## src/rtl/tap_pkg.sv

```systemverilog
// Shared constants and helpers for the tap conditioner slice.
package tap_pkg;

    // Channel count, fixed by the width of the tap bus that game_logic consumes.
    localparam int N_TAPS = 8;

    // 10 ms stable time at 100 MHz.
    localparam int DEBOUNCE_DEFAULT = 1_000_000;

    // Short stable time so simulations finish quickly.
    localparam int DEBOUNCE_SIM = 4;

    // Ceiling log2, used to size the debounce counter.
    function automatic int clog2(input int value);
        int r;
        int v;
        r = 0;
        v = value - 1;
        for (int i = 0; i < 32; i++) begin
            if (v > 0) begin
                r = r + 1;
                v = v >>> 1;
            end
        end
        return r;
    endfunction

endpackage

```

## src/rtl/tap_debounce_ch.sv

```systemverilog
// One button channel: 2-FF synchroniser, stable-time debounce counter,
// debounced level register and a combinational rise flag that marks the
// edge on which the debounced level is about to go 0->1.
module tap_debounce_ch
    import tap_pkg::*;
#(
    parameter int DEBOUNCE_CYCLES = DEBOUNCE_DEFAULT
) (
    input  logic clk,
    input  logic rst,
    input  logic btn_raw,
    output logic held,
    output logic rise
);

    localparam int CNT_W = clog2(DEBOUNCE_CYCLES);
    localparam logic [CNT_W-1:0] CNT_MAX = CNT_W'(DEBOUNCE_CYCLES - 1);

    logic             s1;
    logic             s2;
    logic [CNT_W-1:0] cnt;
    logic             accept;

    // The new level has been stable for the full interval on this edge.
    assign accept = (s2 != held) && (cnt == CNT_MAX);
    assign rise   = accept && s2;

    // Bring the asynchronous button level into the clk domain.
    always_ff @(posedge clk) begin
        if (rst) begin
            s1 <= 1'b0;
            s2 <= 1'b0;
        end else begin
            s1 <= btn_raw;
            s2 <= s1;
        end
    end

    // Count consecutive cycles at the new level; any return to the old level
    // restarts the interval, and acceptance clears the counter so it never wraps.
    always_ff @(posedge clk) begin
        if (rst) begin
            held <= 1'b0;
            cnt  <= '0;
        end else if (s2 == held) begin
            cnt <= '0;
        end else if (accept) begin
            held <= s2;
            cnt  <= '0;
        end else begin
            cnt <= cnt + 1'b1;
        end
    end

endmodule

```

## src/rtl/tap_conditioner.sv

```systemverilog
// Turns the raw mole-hole buttons into clean one-cycle tap pulses for
// game_logic. Taps are gated by the start level and registered.
// Optional build macro TAP_PRIORITY_EN: when defined, tap is at most one-hot
// and the lowest qualifying channel wins; the other channels' presses are
// dropped. When undefined, every qualifying channel pulses together.
module tap_conditioner
    import tap_pkg::*;
#(
    parameter int DEBOUNCE_CYCLES = DEBOUNCE_DEFAULT
) (
    input  logic              clk,
    input  logic              rst,
    input  logic [N_TAPS-1:0] btn_raw,
    input  logic              start,
    output logic [N_TAPS-1:0] tap,
    output logic [N_TAPS-1:0] held
);

    logic [N_TAPS-1:0] rise;
    logic [N_TAPS-1:0] qual;
    logic [N_TAPS-1:0] tap_next;

    for (genvar i = 0; i < N_TAPS; i++) begin : g_ch
        tap_debounce_ch #(
            .DEBOUNCE_CYCLES(DEBOUNCE_CYCLES)
        ) u_ch (
            .clk    (clk),
            .rst    (rst),
            .btn_raw(btn_raw[i]),
            .held   (held[i]),
            .rise   (rise[i])
        );
    end

    // Presses outside a running round are dropped, never queued.
    assign qual = start ? rise : '0;

`ifdef TAP_PRIORITY_EN
    // Isolate the lowest set bit so only one hole can score per cycle.
    assign tap_next = qual & (~qual + 1'b1);
`else
    assign tap_next = qual;
`endif

    // Register the strike pulses so game_logic sees a clean one-cycle tap.
    always_ff @(posedge clk) begin
        if (rst) begin
            tap <= '0;
        end else begin
            tap <= tap_next;
        end
    end

endmodule

```

## config.mk

```make
export PLATFORM = sky130hd
export DESIGN_NAME = tap_conditioner
export DESIGN_NICKNAME = d
export VERILOG_FILES = /design/src/rtl/tap_pkg.sv /design/src/rtl/tap_debounce_ch.sv /design/src/rtl/tap_conditioner.sv
export SDC_FILE = /design/constraint.sdc
export NUM_CORES = 1
export LEC_CHECK = 0
export BUFFER_PORTS_ARGS = -buffer_cell sky130_fd_sc_hd__buf_2
export CAP_MARGIN = 0
export CELL_PAD_IN_SITES_DETAIL_PLACEMENT = 0
export CELL_PAD_IN_SITES_GLOBAL_PLACEMENT = 2
export CORE_MARGIN = 5
export CORE_UTILIZATION = 35
export DETAILED_ROUTE_END_ITERATION = 16
export PLACE_DENSITY_LB_ADDON = 0.1
export SLEW_MARGIN = 5
export SYNTH_ARGS = -nofsm -noshare
export SYNTH_HDL_FRONTEND = slang
export SYNTH_SLANG_ARGS = --single-unit
```

## constraint.sdc

```tcl
create_clock -name clk -period 6.1 [get_ports clk]
set_input_delay 0.915 -clock clk [delete_from_list [all_inputs] [get_ports clk]]
set_output_delay 0.915 -clock clk [all_outputs]
set_load 0.05 [all_outputs]
```

==> reports/qor.yml, run 1 <==
status: "finished clean"
slew_headroom_pct: 39.9
tritoncts: "yes"
finalSetupViolations: 0
p_leak_nw: 2.76
h-tree-depth: 4
area_delta_synth_final_pct: 11.0
clkTransAtPathRegs_ns: 0.07
power_mw: 2.41
die_w_um: 166
routabilityCongestion: 0.708
drtIter0Drc: 307
crit_chain: "or4b_2 -> nor4_4 -> a311o_1 -> nor2_1"
grt_pass1_vias: 6072
rsz0062_at_grt: "no"
crit_family: "simple AND/OR/NAND/NOR gates"
syn-num-nets: 984
synth_cell_types: 45
cts_num_sinks: 192
synth_top_area_share_pct: 45.4
route.vias.total: 6549
synth_ff_type: "dfxtp_1"
synth_common_cells: "dfxtp_1 (192), nor2_1 (127), nand3_1 (69)"
hold_class: "reg2reg"
synth_area_leader_cell: "dfxtp_1"
core_area_mm2: 0.0240
synth-edff-count: 0
yosysWarnings: 0
worst_skew_pair.late_latency_ns: 0.43
remaining_drc_errors: 0
tightest_slew_ns: 0.901
power.density_mw_per_mm2: 257
routed_wl_mm: 17.8
antenna_found_initial: 2
cts-resized-gates: 0
n_fill_cell: 2494
hold_viol: 0
synth_area_mm2: 0.00847
end_kind: "register"
startpoint_type: "register"
diodes: 0
ys_seq_area_share_pct: 45.4
start_util_pct: 35.2
globalRouteOverflowTotal: 0
netlist_instances: 965
syn-mean-instance-area_um2: 8.77
peakVddDrop_v: 0.000173
crit_path_max_fanout: 20
place_hpwl_mm: 12.2
synthTopCellsByArea: "dfxtp_1 (45%), xnor2_1 (6.7%), nor2_1 (5.6%), nand3_1 (4.1%), xor2_1 (4.0%)"
cp_slowest_cell: "a311o_1"
ios: 27
portBuffers: 26
slew_violations: 0
cts_inserted_buffers: 17
clockBufferDepth: 2
cts_hold_buf: 0
antenna_left: 0
grt_pass1_wl_mm: 30.1
drtPass1Iterations: 5
ys_seq_elements: 192
num-nets-final: 993
die-area_mm2: 0.0274
cp_slowest_stage_delay_ns: 0.77
final.min_clock_period_ns: 2.48
cts_setup_buffers: 0
max_cap_violations: 0
grt_max_degree: 34
arrival_ns: 2.76
viasPerCell: 5.00
cp.buffers_inverters: 0
wire_per_inst_um: 13.6
core.rowCount: 57
ys_async_sr_fraction_pct: 0
fp.dieH_um: 166
required_ns: 6.38
drive_above_1_share_pct: 8.01
tns_ns: 0
yosysMostFrequentCell: "dfxtp_1"
grtUsageTotal_pct: 13.4
fin_crit_sh_pct: 40.6
clock_skew_ns: 0.00933
max_freq_mhz: 404
crit_type: "reg2reg"
cts-root-buf: "clkbuf_16"
-- layer usage --
metal  wire, µm  up-vias  global-route usage [%]
met3        536       16                    3.40
met4        207        4                    3.82
met5         27        -                       0
li1           -     3436                       -
met1       9280     3030                    19.1
met2       7730       63                    20.2
-- final cells by class --
type,count,area (µm²),area share (%)
clock buffers,20,457,4.86
clock inverters,11,129,1.37
inverters,33,124,1.32
multi-input cells,704,4310,45.9
flip-flops and latches,192,3840,40.9
well taps,324,405,4.31
repair buffers,26,130,1.38
-- final timing paths --
kind | depth (start not counted) | slack, ns | endpoint | from
worst max-delay path | 4 | 3.62 | g_ch[7].u_ch.cnt[12] | g_ch[7].u_ch.cnt[7]
worst min-delay path | 1 | 0.44 | g_ch[4].u_ch.s2 | g_ch[4].u_ch.s1
worst max register to register | 4 | 3.62 | g_ch[7].u_ch.cnt[12] | g_ch[7].u_ch.cnt[7]
worst min register to register | 1 | 0.44 | g_ch[4].u_ch.s2 | g_ch[4].u_ch.s1
-- cells by family after synthesis --
| kind of cell | share of synthesized area, % |
|---|---|
| and+or+nand+nor | 30.5 |
| DFF | 45.4 |
| xor gates and xnor gates | 10.8 |
| adders and majority gates | 1.18 |
| buffers and inverters | 3.81 |
| AOI/OAI and AO/OA | 8.34 |
-- cell usage in the layout, fill, tap and decap left out, drive strengths merged, types with 3 or more instances in the layout --
cell type    n
dfxtp      192
xor2        39
or4         34
nor3        13
or4b         6
or3         29
and2        11
nor2       127
or2          3
nand2b       5
and4         8
a31o         3
nor2b       18
nand2       45
nor4        28
o31ai       20
inv         36
nor4b        6
clkbuf      20
nand4b       4
a21oi       56
xnor2       65
buf         26
nand3       70
clkinv       4
ha           8
and3        21
nand4       39
o21ai       39
-- power by group --
part | internal, mW | switching [mW]
combinational | 0.00867 | 0.0185
clock | 0.629 | 0.495
sequential | 1.26 | 0.00404
total | 1.90 | 0.517
-- through the flow --
step	area, µm²	std cells	setup slack (ns)	utilization, %	hold WS, ns
after floorplan	8470	965	4.07	-	0.413
after global placement	8810	1279	3.57	36.7	0.418
after detailed placement	8810	1279	3.54	36.7	0.424
after CTS	9400	1310	3.56	39.1	0.440
after global routing	9400	1310	3.39	39.1	0.460
final	9400	1310	3.62	39.1	0.437
-- flip-flops by register name (all words and copies together) (netlist names) --
register / cells
tap: 8
g_ch.u_ch.held: 8
g_ch.u_ch.cnt: 160
g_ch.u_ch.s2: 8
g_ch.u_ch.s1: 8
No activity file was read; power rests on OpenSTA's default activity.
==> inputs of run 2 (changes only) <==
==> constraint.sdc (replaced) <==
create_clock -name clk -period 2.35 [get_ports clk]
set_input_delay 0.3525 -clock clk [delete_from_list [all_inputs] [get_ports clk]]
set_output_delay 0.3525 -clock clk [all_outputs]
set_load 0.05 [all_outputs]
==> run 2 against run 1 <==
  * Via count is essentially flat
  * Critical path type unchanged
  * Routed wire length is essentially flat
  * Die area is the same
  * Cell area grew 2.8%
  * Largest power group unchanged
  * Core utilization grew 1.1 points
  * Clock power grew to 2.7 times the previous value
  * Power grew to 2.6 times the previous value
  * Hold slack lost 0.30 ns
  * Clock skew grew 0.0035 ns
  * Sequential cell count is the same
  * Combinational power grew to 3.3 times the previous value
  * First-iteration DRC count grew 55%
  * Largest cell class unchanged
==> reports/qor.yml, run 2 (synthesized netlist as in run 1, its figures left out) <==
status: "finished clean"
portBuffers: 26
hold_viol: 0
timing.rr.start: "g_ch[5].u_ch.cnt[0]"
grt_pass1_vias: 6427
h-tree-depth: 4
worst_skew_pair.late_latency_ns: 0.43
cts_hold_buf: 0
routabilityCongestion: 0.739
p_leak_nw: 2.92
n_fill_cell: 2481
setup_slack_ns: 0.236
cts-resized-gates: 0
pre_cts_slack_ns: 0.248
tightest_slew_ns: 0.548
crit_type: "reg2reg"
rrSetupSlack_ns: 0.24
place_hpwl_mm: 12.3
final_common_cell: "dfxtp_1"
start_util_pct: 35.2
core_area_mm2: 0.0240
die-area_mm2: 0.0274
cts_inserted_buffers: 17
viasPerCell: 4.90
netSwitchingPower_mw: 1.41
final_cell_mix: "dfxtp_1 (192), nor2_1 (127), nand3_1 (69)"
max_freq_mhz: 473
diodes: 0
cts_num_sinks: 192
core.rowCount: 57
fp.dieH_um: 166
num-nets-final: 1020
tns_ns: 0
tritoncts: "yes"
cts-root-buf: "clkbuf_16"
clockBufferDepth: 2
seqPwrFrac_pct: 51.6
power.density_mw_per_mm2: 658
min_from: "btn_raw[2]"
hold_class: "in2reg"
antenna_found_initial: 0
startpoint_type: "register"
final.min_clock_period_ns: 2.11
largest_reg_flops: 160
grt_max_degree: 28
clkPwrFrac_pct: 47.0
grt_pass1_wl_mm: 31.0
sw_frac_of_total_pct: 22.3
clock_skew_ns: 0.0128
grtUsageTotal_pct: 13.8
die_w_um: 166
slew_headroom_pct: 63.2
fin_crit_sh_pct: 90.0
globalRouteOverflowTotal: 0
end_kind: "register"
ios: 27
pwr-share-comb_pct: 1.4
arrival_ns: 2.47
remaining_drc_errors: 0
r2r_cells: 5
drtPass1Iterations: 4
cts_setup_buffers: 0
internal_power_mw: 4.94
area_delta_synth_final_pct: 14.1
clkTransAtPathRegs_ns: 0.07
routed_wl_mm: 17.8
antenna_left: 0
wire_per_inst_um: 13.3
route.vias.total: 6551
slew_violations: 0
required_ns: 2.71
min_path_cells: 2
crit_start: "g_ch[5].u_ch.cnt[0]"
drive_above_1_share_pct: 10.4
peakVddDrop_v: 0.000336
drtIter0Drc: 476
finalSetupViolations: 0
regMostFlops: "g_ch.u_ch.cnt"
rsz0062_at_grt: "no"
crit_path_max_fanout: 8
max_cap_violations: 0
run 2: layout make-up:
| type | count | area (µm²) | share of cell area [%] |
|---|---|---|---|
| Clock buffer | 18 | 439 | 4.55 |
| Clock inverter | 14 | 164 | 1.70 |
| Inverter | 33 | 124 | 1.28 |
| Multi-Input combinational cell | 704 | 4300 | 44.5 |
| Sequential cell | 192 | 3840 | 39.8 |
| Tap cell | 324 | 405 | 4.20 |
| Timing Repair Buffer | 53 | 383 | 3.96 |
run 2: metal layers:
layer | up-vias | GRT usage, % | wire, µm
met5 | - | 0 | 0
met4 | 0 | 3.71 | 154
met3 | 7 | 3.05 | 377
met2 | 44 | 22.5 | 8000
met1 | 3013 | 18.5 | 9250
li1 | 3487 | - | -
run 2: final timing paths:
check / to
worst max-delay path: g_ch[5].u_ch.cnt[18]
worst min-delay path: g_ch[2].u_ch.s1
worst max register to register: g_ch[5].u_ch.cnt[18]
worst min register to register: g_ch[5].u_ch.s2
run 2: stage by stage:
stage	util (%)	cells	total power, mW	cell area [µm²]	hold WS (ns)
detailed placement	37.7	1306	3.45	9050	0.425
floorplan	-	965	3.40	8470	0.413
global route	40.2	1338	6.63	9660	0.122
finish	40.2	1338	6.35	9660	0.140
global placement	37.7	1306	3.45	9050	0.415
CTS	40.2	1338	6.48	9660	0.114
run 2: critical path: stages, from the launching register on:
cell,delay (ns)
dfxtp_1,0.40
ha_1,0.25
nand2_1,0.11
or4_1,0.64
or4_1,0.51
a21oi_1,0.14
run 2: power by group through the flow:
stage,Sequential [mW],Clock [mW],Combinational [mW]
after floorplan,3.35,0,0.0508
after global placement,3.35,0,0.0945
after detailed placement,3.36,0,0.0941
after CTS,3.28,3.11,0.0942
after global routing,3.28,3.25,0.101
final,3.28,2.99,0.0896
==> inputs of run 3 (changes only) <==
--- a/config.mk
+++ b/config.mk
@@ -5,13 +5,13 @@
 export SDC_FILE = /design/constraint.sdc
 export NUM_CORES = 1
 export LEC_CHECK = 0
-export BUFFER_PORTS_ARGS = -buffer_cell sky130_fd_sc_hd__buf_2
 export CAP_MARGIN = 0
 export CELL_PAD_IN_SITES_DETAIL_PLACEMENT = 0
 export CELL_PAD_IN_SITES_GLOBAL_PLACEMENT = 2
 export CORE_MARGIN = 5
 export CORE_UTILIZATION = 35
 export DETAILED_ROUTE_END_ITERATION = 16
+export DONT_BUFFER_PORTS = 1
 export PLACE_DENSITY_LB_ADDON = 0.1
 export SLEW_MARGIN = 5
 export SYNTH_ARGS = -nofsm -noshare
==> run 3 against run 2 <==
  * Final cell count is 2.4% lower
  * Clock power is 9.4% lower
  * Power is 4.5% lower
  * Sequential share of layout area is 1.1 points higher
  * Sequential cell count stayed put
  * Hold slack worse by 0.11 ns
  * Global-route usage hardly changed
  * Maximum frequency is 0.61% higher
  * Routed wire length is 3.0% higher
  * Register-to-register slack hardly changed
  * Sequential power hardly changed
  * Critical path type unchanged
==> reports/qor.yml, run 3 (synthesized netlist as in run 1, its figures left out) <==
pwr-share-comb_pct: 1.2
routed_wl_mm: 18.3
arrival_ns: 2.46
grt_pass1_vias: 6340
crit_path_max_fanout: 8
internal_power_mw: 4.70
grt_max_degree: 23
drive_above_1_share_pct: 7.43
rsz0062_at_grt: "no"
fin_crit_sh_pct: 89.4
fp.dieH_um: 166
viasPerCell: 5.12
crit_type: "reg2reg"
slew_headroom_pct: 52.6
antenna_left: 0
die-area_mm2: 0.0274
diodes: 0
num-nets-final: 989
regMostFlops: "g_ch.u_ch.cnt"
final_cell_mix: "dfxtp_1 (192), nor2_1 (127), nand3_1 (69)"
cts-root-buf: "clkbuf_16"
grtUsageTotal_pct: 13.8
peakVddDrop_v: 0.000497
clkPwrFrac_pct: 44.7
wl_met1_mm: 8.72
slew_violations: 0
final_common_cell: "dfxtp_1"
crit_chain: "ha_1 -> nand2_1 -> or4_1 -> or4_1 -> a21oi_1"
status: "finished clean"
area_delta_synth_final_pct: 11.0
sw_frac_of_total_pct: 22.6
p_leak_nw: 2.72
drtIter0Drc: 386
stdcell_count: 1306
route.vias.total: 6689
place_hpwl_mm: 12.6
placed_area_mm2: 0.00883
wl_met2_mm: 8.54
start_util_pct: 35.2
largest_reg_flops: 160
globalRouteOverflowTotal: 0
clock_skew_ns: 0.0137
pre_cts_slack_ns: 0.255
wl_met3_um: 803
path_common_cell: "or4_1"
setup_slack_ns: 0.249
regArea_mm2: 0.00384
core.rowCount: 57
netSwitchingPower_mw: 1.37
tightest_slew_ns: 0.710
drtPass1Iterations: 5
cts_hold_buf: 1
cp_slowest_cell: "or4_1"
hold_viol: 0
core_area_mm2: 0.0240
grt_pass1_wl_mm: 30.7
power_mw: 6.07
min_from: "rst"
tns_ns: 0
dr.max_layer_used: "met4"
cp_slowest_stage_delay_ns: 0.64
final_cell_area_mm2: 0.00940
crit_start: "g_ch[5].u_ch.cnt[0]"
die_w_um: 166
routabilityCongestion: 0.783
wire_per_inst_um: 14.0
n_fill_cell: 2442
cts_inserted_buffers: 17
cts_setup_buffers: 0
h-tree-depth: 4
clkTransAtPathRegs_ns: 0.07
cts-resized-gates: 0
multi_input_area_mm2: 0.00430
final.min_clock_period_ns: 2.10
portBuffers: 0
timing.rr.start: "g_ch[5].u_ch.cnt[0]"
hold_class: "in2reg"
placed_cells: 1274
max_freq_mhz: 476
cts_num_sinks: 192
final_util_pct: 39.1
antenna_found_initial: 0
remaining_drc_errors: 0
ios: 27
clockBufferDepth: 2
finalSetupViolations: 0
end_kind: "register"
worst_skew_pair.late_latency_ns: 0.43
startpoint_type: "register"
required_ns: 2.71
max_cap_violations: 0
hold-worst-slack_ns: 0.0307
tritoncts: "yes"
seqPwrFrac_pct: 54.0
power.density_mw_per_mm2: 646
[run 3: changes by cell type in the layout (fill, tap and decap cells not counted), moves of 2 or more]
cell | before | now
buf_12 | 4 | 1
buf_2 | 26 | 0
buf_4 | 23 | 21
bufinv_16 | 2 | 0
clkinv_2 | 1 | 3
inv_6 | 7 | 3
[run 3: path summary, 6_finish.rpt]
check        slack, ns              endpoint  depth (start not counted)
min reg2reg       0.44       g_ch[3].u_ch.s2                          1
max reg2reg       0.25  g_ch[5].u_ch.cnt[18]                          5
max               0.25  g_ch[5].u_ch.cnt[18]                          5
min               0.03       g_ch[7].u_ch.s2                          1
[run 3: power groups by stage]
stage,combinational [mW],sequential (mW),clock [mW]
finish,0.0746,3.28,2.71
floorplan,0.0508,3.35,0
CTS,0.0778,3.28,2.85
global route,0.0844,3.28,2.98
global placement,0.0638,3.36,0
detailed placement,0.0644,3.36,0
[run 3: worst max-delay path, delay by kind of cell (launching register included)]
| kind | cells | cell delay [ns] |
|---|---|---|
| AO/OA/AOI/OAI | 1 | 0.14 |
| adder cells (fa/ha/maj) | 1 | 0.24 |
| flip-flops | 1 | 0.40 |
| AND/OR/NAND/NOR | 3 | 1.26 |
[run 3: layout make-up]
class / instances / area share, %
timing repair buffer: 22 / 1.89
inverter: 33 / 1.32
tap: 324 / 4.31
sequential: 192 / 40.9
multi-input combinational: 704 / 45.8
clock buffer: 18 / 4.67
clock inverter: 13 / 1.13
[run 3: layer usage]
metal,up-vias,GRT usage (%)
met4,0,4.27
met1,3130,17.4
met2,111,23.2
met5,-,0
li1,3430,-
met3,18,3.77
